[src/rtl/dmem_pkg.sv]
// -----------------------------------------------------------------------------
// dmem_pkg
// Shared definitions for the data-memory access controller: FSM state
// encoding, memory geometry and access-size encoding.
// -----------------------------------------------------------------------------
package dmem_pkg;

    localparam int unsigned MEM_DEPTH      = 32;
    localparam int unsigned BYTE_W         = 8;
    localparam int unsigned BYTES_PER_WORD = 4;

    // Access size, as carried on the per-requester 'word' bit
    localparam logic SZ_BYTE = 1'b0;
    localparam logic SZ_WORD = 1'b1;

    typedef enum logic [1:0] {
        IDLE = 2'd0,
        XFER = 2'd1,
        DONE = 2'd2
    } state_t;

endpackage

[src/rtl/dmem_access_ctrl_if.sv]
// -----------------------------------------------------------------------------
// dmem_access_ctrl_if
// Bundles the requester side (req/we/word/addr/wdata -> done/rdata/busy) and
// the byte-wide memory side (write strobe/address/data, read address/data)
// of the access controller.
//   slave  : the controller (consumes requests, drives the memory)
//   master : the environment (requesters plus the memory array)
// -----------------------------------------------------------------------------
interface dmem_access_ctrl_if #(
    parameter int unsigned ADDR_W = 5,
    parameter int unsigned DATA_W = 32,
    parameter int unsigned NREQ   = 2
);
    // requester side
    logic [NREQ-1:0]   req;
    logic [NREQ-1:0]   we;
    logic [NREQ-1:0]   word;
    logic [ADDR_W-1:0] addr0;
    logic [ADDR_W-1:0] addr1;
    logic [DATA_W-1:0] wdata0;
    logic [DATA_W-1:0] wdata1;
    logic [NREQ-1:0]   done;
    logic [DATA_W-1:0] rdata;
    logic              busy;

    // memory side
    logic              mem_sw;
    logic [ADDR_W-1:0] mem_wr_add;
    logic [DATA_W-1:0] mem_wr_data;
    logic [ADDR_W-1:0] mem_rd_add;
    logic [DATA_W-1:0] mem_rd_data;

    modport slave (
        input  req, we, word, addr0, addr1, wdata0, wdata1, mem_rd_data,
        output done, rdata, busy, mem_sw, mem_wr_add, mem_wr_data, mem_rd_add
    );

    modport master (
        output req, we, word, addr0, addr1, wdata0, wdata1, mem_rd_data,
        input  done, rdata, busy, mem_sw, mem_wr_add, mem_wr_data, mem_rd_add
    );

endinterface

[src/rtl/dmem_access_ctrl_rr_arbiter2.sv]
// -----------------------------------------------------------------------------
// rr_arbiter2
// Two-way round-robin arbiter.
//   clk, rst   : clock, asynchronous active-low reset
//   i_req      : request vector
//   i_advance  : a grant is being taken this cycle; rotate the pointer
//   o_gnt      : one-hot grant (combinational)
//   o_ptr      : registered pointer = requester favoured on the next tie
//                (reset 0, so requester 0 wins the first tie)
// -----------------------------------------------------------------------------
module rr_arbiter2 (
    input  logic       clk,
    input  logic       rst,
    input  logic [1:0] i_req,
    input  logic       i_advance,
    output logic [1:0] o_gnt,
    output logic       o_ptr
);

    logic r_ptr;

    always_comb begin
        o_gnt = '0;
        if (i_req == 2'b11) begin
            o_gnt[r_ptr] = 1'b1;
        end else begin
            o_gnt = i_req;
        end
    end

    // Favour the other requester after each grant: granting 0 points at 1.
    always_ff @(posedge clk or negedge rst) begin
        if (!rst) begin
            r_ptr <= 1'b0;
        end else if (i_advance && (o_gnt != '0)) begin
            r_ptr <= o_gnt[0];
        end
    end

    assign o_ptr = r_ptr;

endmodule

[src/rtl/dmem_access_ctrl.sv]
// -----------------------------------------------------------------------------
// dmem_access_ctrl
// Arbitrates two requesters onto a byte-wide 32-entry data memory. Word
// accesses are split into four little-endian byte accesses with wrapping
// addresses; read bytes are reassembled into rdata and a one-cycle done pulse
// is returned to the granted requester.
//   clk  : clock
//   rst  : asynchronous active-low reset
//   bus  : dmem_access_ctrl_if.slave (requester and memory signals)
// -----------------------------------------------------------------------------
module dmem_access_ctrl
    import dmem_pkg::*;
#(
    parameter int unsigned ADDR_W = 5,
    parameter int unsigned DATA_W = 32,
    parameter int unsigned NREQ   = 2
) (
    input  logic              clk,
    input  logic              rst,
    dmem_access_ctrl_if.slave bus
);

    state_t            r_state;
    state_t            w_state_nxt;
    logic [1:0]        r_cnt;
    logic              r_id;
    logic              r_we;
    logic              r_word;
    logic [ADDR_W-1:0] r_addr;
    logic [DATA_W-1:0] r_wdata;
    logic [DATA_W-1:0] r_rdata;

    logic [NREQ-1:0]   w_gnt;
    logic              w_rr_ptr;
    logic              w_grant;
    logic              w_win_id;
    logic              w_last_byte;
    logic [ADDR_W-1:0] w_byte_addr;
    logic [BYTE_W-1:0] w_wr_byte;

    rr_arbiter2 u_arb (
        .clk       (clk),
        .rst       (rst),
        .i_req     (bus.req),
        .i_advance (w_grant),
        .o_gnt     (w_gnt),
        .o_ptr     (w_rr_ptr)
    );

    assign w_grant  = (r_state == IDLE) && (w_gnt != '0);
    // On a tie the arbiter pointer names the winner; otherwise the lone requester.
    assign w_win_id = (bus.req == 2'b11) ? w_rr_ptr : w_gnt[1];

    assign w_last_byte = (r_word == SZ_WORD) ? (r_cnt == 2'(BYTES_PER_WORD - 1))
                                             : (r_cnt == 2'd0);
    // ADDR_W-bit sum wraps past the top of memory back to 0.
    assign w_byte_addr = r_addr + ADDR_W'(r_cnt);
    assign w_wr_byte   = r_wdata[BYTE_W*r_cnt +: BYTE_W];

    // ---------------- FSM ----------------
    always_ff @(posedge clk or negedge rst) begin
        if (!rst) begin
            r_state <= IDLE;
        end else begin
            r_state <= w_state_nxt;
        end
    end

    always_comb begin
        w_state_nxt = r_state;
        case (r_state)
            IDLE:    if (w_grant)     w_state_nxt = XFER;
            XFER:    if (w_last_byte) w_state_nxt = DONE;
            DONE:                     w_state_nxt = IDLE;
            default:                  w_state_nxt = IDLE;
        endcase
    end

    // ---------------- request latch, byte counter, load reassembly ----------------
    always_ff @(posedge clk or negedge rst) begin
        if (!rst) begin
            r_cnt   <= '0;
            r_id    <= 1'b0;
            r_we    <= 1'b0;
            r_word  <= SZ_BYTE;
            r_addr  <= '0;
            r_wdata <= '0;
            r_rdata <= '0;
        end else begin
            if (w_grant) begin
                r_id    <= w_win_id;
                r_we    <= bus.we[w_win_id];
                r_word  <= bus.word[w_win_id];
                r_addr  <= w_win_id ? bus.addr1  : bus.addr0;
                r_wdata <= w_win_id ? bus.wdata1 : bus.wdata0;
                r_cnt   <= '0;
            end else if (r_state == XFER) begin
                r_cnt <= r_cnt + 2'd1;
                if (!r_we) begin
                    // First byte clears the upper lanes so byte loads zero-extend.
                    if (r_cnt == 2'd0) begin
                        r_rdata <= {{(DATA_W-BYTE_W){1'b0}}, bus.mem_rd_data[BYTE_W-1:0]};
                    end else begin
                        r_rdata[BYTE_W*r_cnt +: BYTE_W] <= bus.mem_rd_data[BYTE_W-1:0];
                    end
                end
            end
        end
    end

    // ---------------- outputs, decoded from registers only ----------------
    always_comb begin
        bus.mem_sw      = 1'b0;
        bus.mem_wr_add  = '0;
        bus.mem_wr_data = '0;
        bus.mem_rd_add  = '0;
        bus.done        = '0;
        if (r_state == XFER) begin
            if (r_we) begin
                bus.mem_sw      = 1'b1;
                bus.mem_wr_add  = w_byte_addr;
                bus.mem_wr_data = {{(DATA_W-BYTE_W){1'b0}}, w_wr_byte};
            end else begin
                bus.mem_rd_add  = w_byte_addr;
            end
        end
        if (r_state == DONE) begin
            bus.done[r_id] = 1'b1;
        end
    end

    assign bus.busy  = (r_state != IDLE);
    assign bus.rdata = r_rdata;

endmodule

[src/flat_wrapper.sv]
// flat-port wrapper written by rule: the top's interface ports become plain ports
module dmem_access_ctrl_flat import dmem_pkg::*;
#(
    parameter int unsigned ADDR_W = 5,
    parameter int unsigned DATA_W = 32,
    parameter int unsigned NREQ   = 2
)
  (clk, rst, bus_req, bus_we, bus_word, bus_addr0, bus_addr1, bus_wdata0, bus_wdata1, bus_mem_rd_data, bus_done, bus_rdata, bus_busy, bus_mem_sw, bus_mem_wr_add, bus_mem_wr_data, bus_mem_rd_add);
  dmem_access_ctrl_if #(.ADDR_W(ADDR_W), .DATA_W(DATA_W), .NREQ(NREQ)) bus_i ();
  input  logic clk;
  input  logic rst;
  input wire logic [$bits(bus_i.req)-1:0] bus_req;
  input wire logic [$bits(bus_i.we)-1:0] bus_we;
  input wire logic [$bits(bus_i.word)-1:0] bus_word;
  input wire logic [$bits(bus_i.addr0)-1:0] bus_addr0;
  input wire logic [$bits(bus_i.addr1)-1:0] bus_addr1;
  input wire logic [$bits(bus_i.wdata0)-1:0] bus_wdata0;
  input wire logic [$bits(bus_i.wdata1)-1:0] bus_wdata1;
  input wire logic [$bits(bus_i.mem_rd_data)-1:0] bus_mem_rd_data;
  output wire logic [$bits(bus_i.done)-1:0] bus_done;
  output wire logic [$bits(bus_i.rdata)-1:0] bus_rdata;
  output wire logic [$bits(bus_i.busy)-1:0] bus_busy;
  output wire logic [$bits(bus_i.mem_sw)-1:0] bus_mem_sw;
  output wire logic [$bits(bus_i.mem_wr_add)-1:0] bus_mem_wr_add;
  output wire logic [$bits(bus_i.mem_wr_data)-1:0] bus_mem_wr_data;
  output wire logic [$bits(bus_i.mem_rd_add)-1:0] bus_mem_rd_add;
  assign bus_i.req = bus_req;
  assign bus_i.we = bus_we;
  assign bus_i.word = bus_word;
  assign bus_i.addr0 = bus_addr0;
  assign bus_i.addr1 = bus_addr1;
  assign bus_i.wdata0 = bus_wdata0;
  assign bus_i.wdata1 = bus_wdata1;
  assign bus_i.mem_rd_data = bus_mem_rd_data;
  assign bus_done = bus_i.done;
  assign bus_rdata = bus_i.rdata;
  assign bus_busy = bus_i.busy;
  assign bus_mem_sw = bus_i.mem_sw;
  assign bus_mem_wr_add = bus_i.mem_wr_add;
  assign bus_mem_wr_data = bus_i.mem_wr_data;
  assign bus_mem_rd_add = bus_i.mem_rd_add;
  dmem_access_ctrl #(.ADDR_W(ADDR_W), .DATA_W(DATA_W), .NREQ(NREQ)) u_core (.clk(clk), .rst(rst), .bus(bus_i));
endmodule
[config.mk]
export PLATFORM = sky130hd
export DESIGN_NAME = dmem_access_ctrl_flat
export DESIGN_NICKNAME = d
export VERILOG_FILES = /design/src/rtl/dmem_pkg.sv /design/src/rtl/dmem_access_ctrl_if.sv /design/src/rtl/dmem_access_ctrl_rr_arbiter2.sv /design/src/rtl/dmem_access_ctrl.sv /design/src/flat_wrapper.sv
export SDC_FILE = /design/constraint.sdc
export NUM_CORES = 1
export LEC_CHECK = 0
export BUFFER_PORTS_ARGS = -buffer_cell sky130_fd_sc_hd__buf_2
export CAP_MARGIN = 20
export CORE_ASPECT_RATIO = 1.2
export CORE_UTILIZATION = 53
export CTS_BUF_LIST = sky130_fd_sc_hd__clkbuf_8
export DETAILED_ROUTE_END_ITERATION = 10
export PLACE_DENSITY = 0.88
export SYNTH_ARGS = -nofsm -noshare
export SYNTH_HDL_FRONTEND = slang
export SYNTH_SLANG_ARGS = --single-unit
[constraint.sdc]
create_clock -name clk -period 5.6 [get_ports clk]
set_input_delay 0.56 -clock clk [delete_from_list [all_inputs] [get_ports clk]]
set_output_delay 0.56 -clock clk [all_outputs]
set_load 0.05 [all_outputs]
==> impl_metrics.toml, run 1 <==
[logic_synthesis]
synth_edf_count = 0
synth-main-ff-cell = "sky130_fd_sc_hd__dfrtp_1"
netlist_area_mm2 = 0.00439
ys_ff_latch = 77
synth_seq_area_share_pct = 43.9
syn-instance-count = 481
ys_async_sr_fraction_pct = 100
synth-warning-count = 0
mean_post_synth_cell_area_um2 = 9.13
synth_cell_type_count = 41

[setup_path]
critical_path_cell_count = 7
critPathMaxFanout = 17
critical_path.top_delay_family = "flip-flops"
critPathLaunchType = "flip-flop"
worstPathArrival_ns = 2.93
crit_required_ns = 5.04
worst-r2r-cell-count = 5
slowest_cell_delay_on_critical_path_ns = 0.91
worstPathBufferInverterCount = 2
worst_path_max_delay_cell = "sky130_fd_sc_hd__dfrtp_1"
worstPathCellList = "ha_1 > inv_1 > fa_1 > nand3b_1 > xor2_1 > nor2_1 > buf_2"
critical_path_class = "reg2out"
timing.critical_path.to_type = "primary output"

[drt]
route.detailed.drc = 0
detail_route.first_pass.iterations = 5
final_routed_wirelength_um = 11200
postRouteAntennaNets = 0
routed-via-count = 4040
drtIter0Drc = 148
post_drt_via_cell_ratio = 5.85
avgRoutedWirePerCell_um = 16.2

[timing]
fin_clk_skew_ns = 0.00734
final-max-slew-violation-count = 0
final.period_utilization_pct = 62.4
clock.fmax_mhz = 286
worst_slew_margin_rel_pct = 33.8
setup_repair_after_global_routing_missed_its_margin = "false"
tightestPinTransition_ns = 0.992
final_critical_path_setup_slack_ns = 2.11
hold_viol = 0
setup_violations = 0
setup_tns_ns = 0
final_period_minus_worst_setup_slack_ns = 3.49
hold_slack_ns = 0.370

[cts]
clk-insertion-delay-late_ns = 0.36
h_tree_depth = 3
post_cts.repair.setup_buffers = 0
cts_hold_buffers = 0
cts-buffers-inserted = 9
ctsResizeCount = 0
cts_max_path_bufs = 2
cts_num_sinks = 77
cell_at_the_root_of_the_clock_tree = "sky130_fd_sc_hd__clkbuf_8"
clock_tree_from_tritoncts = "done"
clock_slew_at_reported_path_ffs_ns = 0.08

[power_and_ir_drop]
power_leakage_nw = 2.43
clockPowerShare_pct = 12.4
intPower_mw = 1.57
total_switching_power_mw = 1.79
combPwrFrac_pct = 56.8
p_sw_share_pct = 53.2
relative_contribution_of_sequential_cells_to_total_power_pct = 30.7
power_density_mw_per_mm2 = 657
vdd_ir_drop_max_mv = 0.322

[finish]
antennaDiodeCount = 0
area_added_between_synthesis_and_finish_pct = 16.4
final_nets = 714
final_cell_count_no_fill = 691
post_route_cells_drive_above_1_share_pct = 30.4

[placed_design]
dp_hpwl_um = 7960
detailedPlace.worstSlack_ns = 2.50
gpl.final_weighted_congestion = 0.837
post-place-cells = 674
io_buffer_count = 143

[die]
rows = 36
die_x_um = 85.1
initial_utilization_pct = 54.4
core_mm2 = 0.00806
design.portCount = 192
fp.dieH_um = 102
floorplan.die_area_mm2 = 0.00865

[global_route]
antenna_violations_before_repair = 0
track_usage_pct = 26.2
number_of_global_route_vias_before_repair = 3674
gr-total-overflow = 0
grt_max_degree = 78
grt_pass1_wl_um = 17500

[job]
maxCapViolations = 0

[worst_hold_path]
timing.hold.worst.class = "in2async"

[outcome]
run_status = "completed"
[worst reg2reg max path, cell delays in order (launching register included)]
cell and delay, ns:
sky130_fd_sc_hd__dfrtp_1 0.91, sky130_fd_sc_hd__inv_1 0.20, sky130_fd_sc_hd__ha_1 0.43, sky130_fd_sc_hd__nor2_1 0.79, sky130_fd_sc_hd__o21ai_0 0.23, sky130_fd_sc_hd__o31ai_1 0.13
[power groups by stage]
stage                     combinational [mW]  sequential, mW  clock [mW]
after floorplan                         1.31            1.25           0
after global placement                  1.86            1.03           0
after detailed placement                1.91            1.04           0
after CTS                               1.91            1.03       0.421
after global routing                    2.05            1.06       0.446
final                                   1.91            1.03       0.418
[layout by cell type (no fill, tap or decap), drive strengths merged]
cell      instances
nand4bb           1
nand3            40
nand2b            1
bufinv            1
clkinvlp          1
mux4              8
fa                1
nor2             15
clkbuf           11
or2               1
nand3b            1
a32o              1
buf             147
or3b              1
or4b              1
dfrtp            77
nand2            51
nor4bb            1
a21oi            40
and4b             1
a32oi             1
inv              10
a31oi            40
nor2b             3
and3              8
conb             24
and2              1
clkinv            2
ha                8
o21ai            71
xor2              2
nor3b             1
a21o              2
mux2i             2
and3b             2
xnor2             1
o31ai            16
and2b             1
[final cells by class]
class | count | area [µm²]
clock inverters | 6 | 55.1
flip-flops and latches | 77 | 1930
well taps | 95 | 119
repair buffers | 148 | 753
inverters | 8 | 30.0
multi-input cells | 347 | 2090
fillers | 702 | 2950
clock buffers | 10 | 138
[state kept, by name, summed over array words and instances, names as in the netlist]
register,flops
u_core.r_cnt,2
u_core.u_arb.o_ptr,1
u_core.r_wdata,32
u_core.r_addr,5
u_core.r_id,1
u_core.r_state,2
u_core.r_word,1
u_core.bus.rdata,32
u_core.r_we,1
[cell usage after synthesis (all sizes together), types with 2 or more instances]
| cell type | n | share of area [%] |
|---|---|---|
| dfrtp | 77 | 44 |
| o21ai | 71 | 8.1 |
| nand2 | 51 | 4.4 |
| buf | 42 | 7.3 |
| a21oi | 40 | 4.6 |
| a31oi | 40 | 7.1 |
| nand3 | 40 | 4.6 |
| clkbuf | 30 | 2.6 |
| o31ai | 16 | 2.7 |
| nor2 | 15 | 1.3 |
| and3 | 8 | 1.1 |
| ha | 8 | 2.3 |
| inv | 8 | 0.68 |
| mux4 | 8 | 4.1 |
| nor2b | 3 | 0.43 |
| a21o | 2 | 0.34 |
| and3b | 2 | 0.40 |
| mux2i | 2 | 0.46 |
| xor2 | 2 | 0.40 |
[routing by layer]
layer | wire length [µm] | vias to the layer above | global-route usage [%]
met5 | 0 | - | 0
met4 | 334 | 0 | 11.7
met3 | 819 | 24 | 5.87
met2 | 5730 | 197 | 46.8
met1 | 4300 | 1916 | 30.2
li1 | - | 1903 | -
[logic make-up (layout without fill, tap and decap cells)]
group / count (synthesis) / in the layout / synth area share, %
AO/OA/AOI/OAI: 171 / 171 / 23.3
AND/OR/NAND/NOR: 130 / 130 / 14.3
buffers and inverters: 80 / 172 / 10.6
flip-flops: 77 / 77 / 43.9
multiplexers: 10 / 10 / 4.56
adder cells (fa/ha/maj): 9 / 9 / 2.74
XOR/XNOR: 3 / 3 / 0.599
other: 1 / 24 / 0.0854
[worst paths after layout]
path	startpoint	endpoint	slack [ns]
min in group clk	bus_wdata0[22]	u_core.r_wdata[22]	0.47
setup reg to reg	u_core.r_cnt[0]	u_core.bus.rdata[8]	2.81
setup / recovery	u_core.r_cnt[0]	bus_mem_rd_add[4]	2.11
max in group asynchronous	rst	u_core.bus.rdata[26]	4.64
hold / removal	rst	u_core.bus.rdata[21]	0.37
hold reg to reg	u_core.bus.rdata[29]	u_core.bus.rdata[29]	0.48
[per-stage QoR]
step | area [µm²] | power, mW | utilization (%)
4_1_cts | 5100 | 3.37 | 63.3
3_5_place_dp | 4910 | 2.95 | 60.9
2_1_floorplan | 4480 | 2.56 | -
3_3_place_gp | 4910 | 2.89 | 60.9
6_report | 5110 | 3.36 | 63.4
5_1_grt | 5110 | 3.55 | 63.4
No activity file was read; power rests on OpenSTA's default activity.
==> inputs of run 2 (changes only) <==
Settings changed: ABC_AREA from default to 1, CORE_UTILIZATION 53 to 51, PLACE_DENSITY 0.88 to 0.84.
Clock period 5.6 ns to 3.6 ns, I/O delays scaled along.
==> run 2 against run 1 <==
  * Via count rose by 16%
  * Worst hold slack worse by 0.22 ns
  * Critical path depth decreased by 1
  * Clock power rose by 91%
  * Synthesized area rose by 9.5%
  * Synthesized cell count grew 53%
  * Highest routed layer unchanged
==> impl_metrics.toml, run 2 <==
[setup_path]
critical_path.top_delay_family = "buffers and inverters"
critPathMaxFanout = 14
critPathLaunchType = "flip-flop"
crit_required_ns = 3.24
worst_path_max_delay_cell = "sky130_fd_sc_hd__dfrtp_1"
worstPathCellList = "clkinv_1 > fa_1 > o21bai_1 > nand2_1 > nor2_1 > buf_2"
rr_startpoint = "u_core.r_cnt[1]"
critical_path_class = "reg2out"
worstPathArrival_ns = 2.78
worstSetupEndpoint = "bus_mem_wr_add[4]"
reg2reg_slack_ns = 0.79
timing.critical_path.to_type = "primary output"
worst_setup_path_startpoint = "u_core.r_cnt[1]"
r2r-end = "u_core.bus.rdata[11]"
worstPathBufferInverterCount = 2
worst-r2r-cell-count = 7
slowest_cell_delay_on_critical_path_ns = 0.69
critical_path_cell_count = 6

[timing]
fin_clk_skew_ns = 0.00708
setup_violations = 0
clock.fmax_mhz = 319
final_period_minus_worst_setup_slack_ns = 3.14
worst_slew_margin_rel_pct = 37.6
setup_repair_after_global_routing_missed_its_margin = "false"
final_critical_path_setup_slack_ns = 0.460
hold_viol = 0
final-max-slew-violation-count = 0
final.period_utilization_pct = 87.2
setup_tns_ns = 0
tightestPinTransition_ns = 0.935

[logic_synthesis]
syn-instance-count = 738
netlist_area_mm2 = 0.00481
synth_top_cell_area_share_pct = 40.1
ys_ff_latch = 77
synth_seq_area_share_pct = 40.1
synthDominantAreaCellType = "sky130_fd_sc_hd__dfrtp_1"
synthMostInstantiatedCell = "sky130_fd_sc_hd__nand2_1"
synth-main-ff-cell = "sky130_fd_sc_hd__dfrtp_1"
synth_top_cells_by_count = "sky130_fd_sc_hd__nand2_1, sky130_fd_sc_hd__inv_1, sky130_fd_sc_hd__nand3_1, sky130_fd_sc_hd__dfrtp_1, sky130_fd_sc_hd__nor2_1"
synth-warning-count = 0
synth_cell_type_count = 25
yosys-top-cells-area = "sky130_fd_sc_hd__dfrtp_1, sky130_fd_sc_hd__nand2_1, sky130_fd_sc_hd__nand3_1"
mean_post_synth_cell_area_um2 = 6.51
ys_async_sr_fraction_pct = 100
synth_edf_count = 0

[placed_design]
gpl.final_weighted_congestion = 0.864
io_buffer_count = 143
dp_hpwl_um = 8100
detailedPlace.worstSlack_ns = 0.841

[finish]
post_route_cells_drive_above_1_share_pct = 20.3
area_added_between_synthesis_and_finish_pct = 19.3
layout.cells.most_common = "sky130_fd_sc_hd__nand2_1"
layout_common_cells = "sky130_fd_sc_hd__nand2_1, sky130_fd_sc_hd__buf_2, sky130_fd_sc_hd__inv_1"
antennaDiodeCount = 0
final.fill_count = 878
final_nets = 991

[die]
floorplan.die_area_mm2 = 0.00982
initial_utilization_pct = 52.9
design.portCount = 192
core_mm2 = 0.00908
rows = 38
fp.dieH_um = 108
die_x_um = 90.6

[global_route]
track_usage_pct = 23.4
grt_max_degree = 78
grt_pass1_wl_um = 18100
number_of_global_route_vias_before_repair = 4168
gr-total-overflow = 0
antenna_violations_before_repair = 0

[cts]
cts_max_path_bufs = 2
cell_at_the_root_of_the_clock_tree = "sky130_fd_sc_hd__clkbuf_8"
cts_hold_buffers = 0
h_tree_depth = 3
clock_slew_at_reported_path_ffs_ns = 0.08
cts_num_sinks = 77
post_cts.repair.setup_buffers = 0
clk-insertion-delay-late_ns = 0.36
cts-buffers-inserted = 9
ctsResizeCount = 0
clock_tree_from_tritoncts = "done"

[drt]
met1Wirelength_um = 4580
postRouteAntennaNets = 0
route.detailed.drc = 0
maxUsedRoutingLayer = "met4"
met3_length_um = 748
post_drt_via_cell_ratio = 4.71
avgRoutedWirePerCell_um = 11.1
wl_met2_um = 5380
final_routed_wirelength_um = 11000
drtIter0Drc = 260
routed-via-count = 4676
detail_route.first_pass.iterations = 4

[job]
maxCapViolations = 0

[power_and_ir_drop]
power_density_mw_per_mm2 = 847
power_leakage_nw = 3.70
vdd_ir_drop_max_mv = 0.376

[worst_hold_path]
timing.hold.worst.class = "in2async"

[outcome]
run_status = "completed"
run 2: layout make-up:
cell class	count	area, µm²	area share [%]
sequential	77	1930	33.6
clock buffer	9	124	2.16
tap	120	150	2.62
clock inverter	7	124	2.16
timing repair buffer	148	756	13.2
inverter	142	533	9.30
multi-input combinational	490	2120	37.0
run 2: worst min-delay path by stage:
stage | slack, ns | end | start
finish | 0.15 | u_core.r_addr[3] | rst
global route | 0.23 | u_core.bus.rdata[31] | rst
CTS | 0.18 | u_core.r_wdata[28] | rst
detailed placement | 0.46 | u_core.bus.rdata[28] | u_core.bus.rdata[28]
global placement | 0.46 | u_core.bus.rdata[24] | u_core.bus.rdata[24]
floorplan | 0.06 | u_core.bus.rdata[0] | rst
run 2: metrics by stage:
stage               hold WS [ns]  instances  util (%)  power [mW]  instance area [µm²]
floorplan                 0.0644        761         -        3.51                 4890
detailed placement         0.461        977      60.4        4.07                 5490
global placement           0.459        977      60.4        4.02                 5490
global route               0.227        993      63.1        5.22                 5730
CTS                        0.180        993      63.1        4.88                 5730
finish                     0.147        993      63.1        4.85                 5730
run 2: per-layer routing:
metal  GRT usage (%)  vias up
met2            41.9      175
li1                -     2396
met3            5.63       31
met1            26.2     2074
met4            10.9        0
met5               0        -
run 2: where the power goes:
group          internal (mW)  switching (mW)  total, mW
Combinational          0.671            1.93       2.60
Sequential              1.22           0.226       1.45
Clock                  0.463           0.336      0.799
Total                   2.36            2.50       4.85
run 2: kinds of logic after synthesis:
family                   synth area share, %
AND/OR/NAND/NOR                         38.0
buffers and inverters                   17.7
flip-flops                              40.1
AO/OA/AOI/OAI                           1.46
adder cells (fa/ha/maj)                 2.50
XOR/XNOR                               0.182
other                                 0.0780
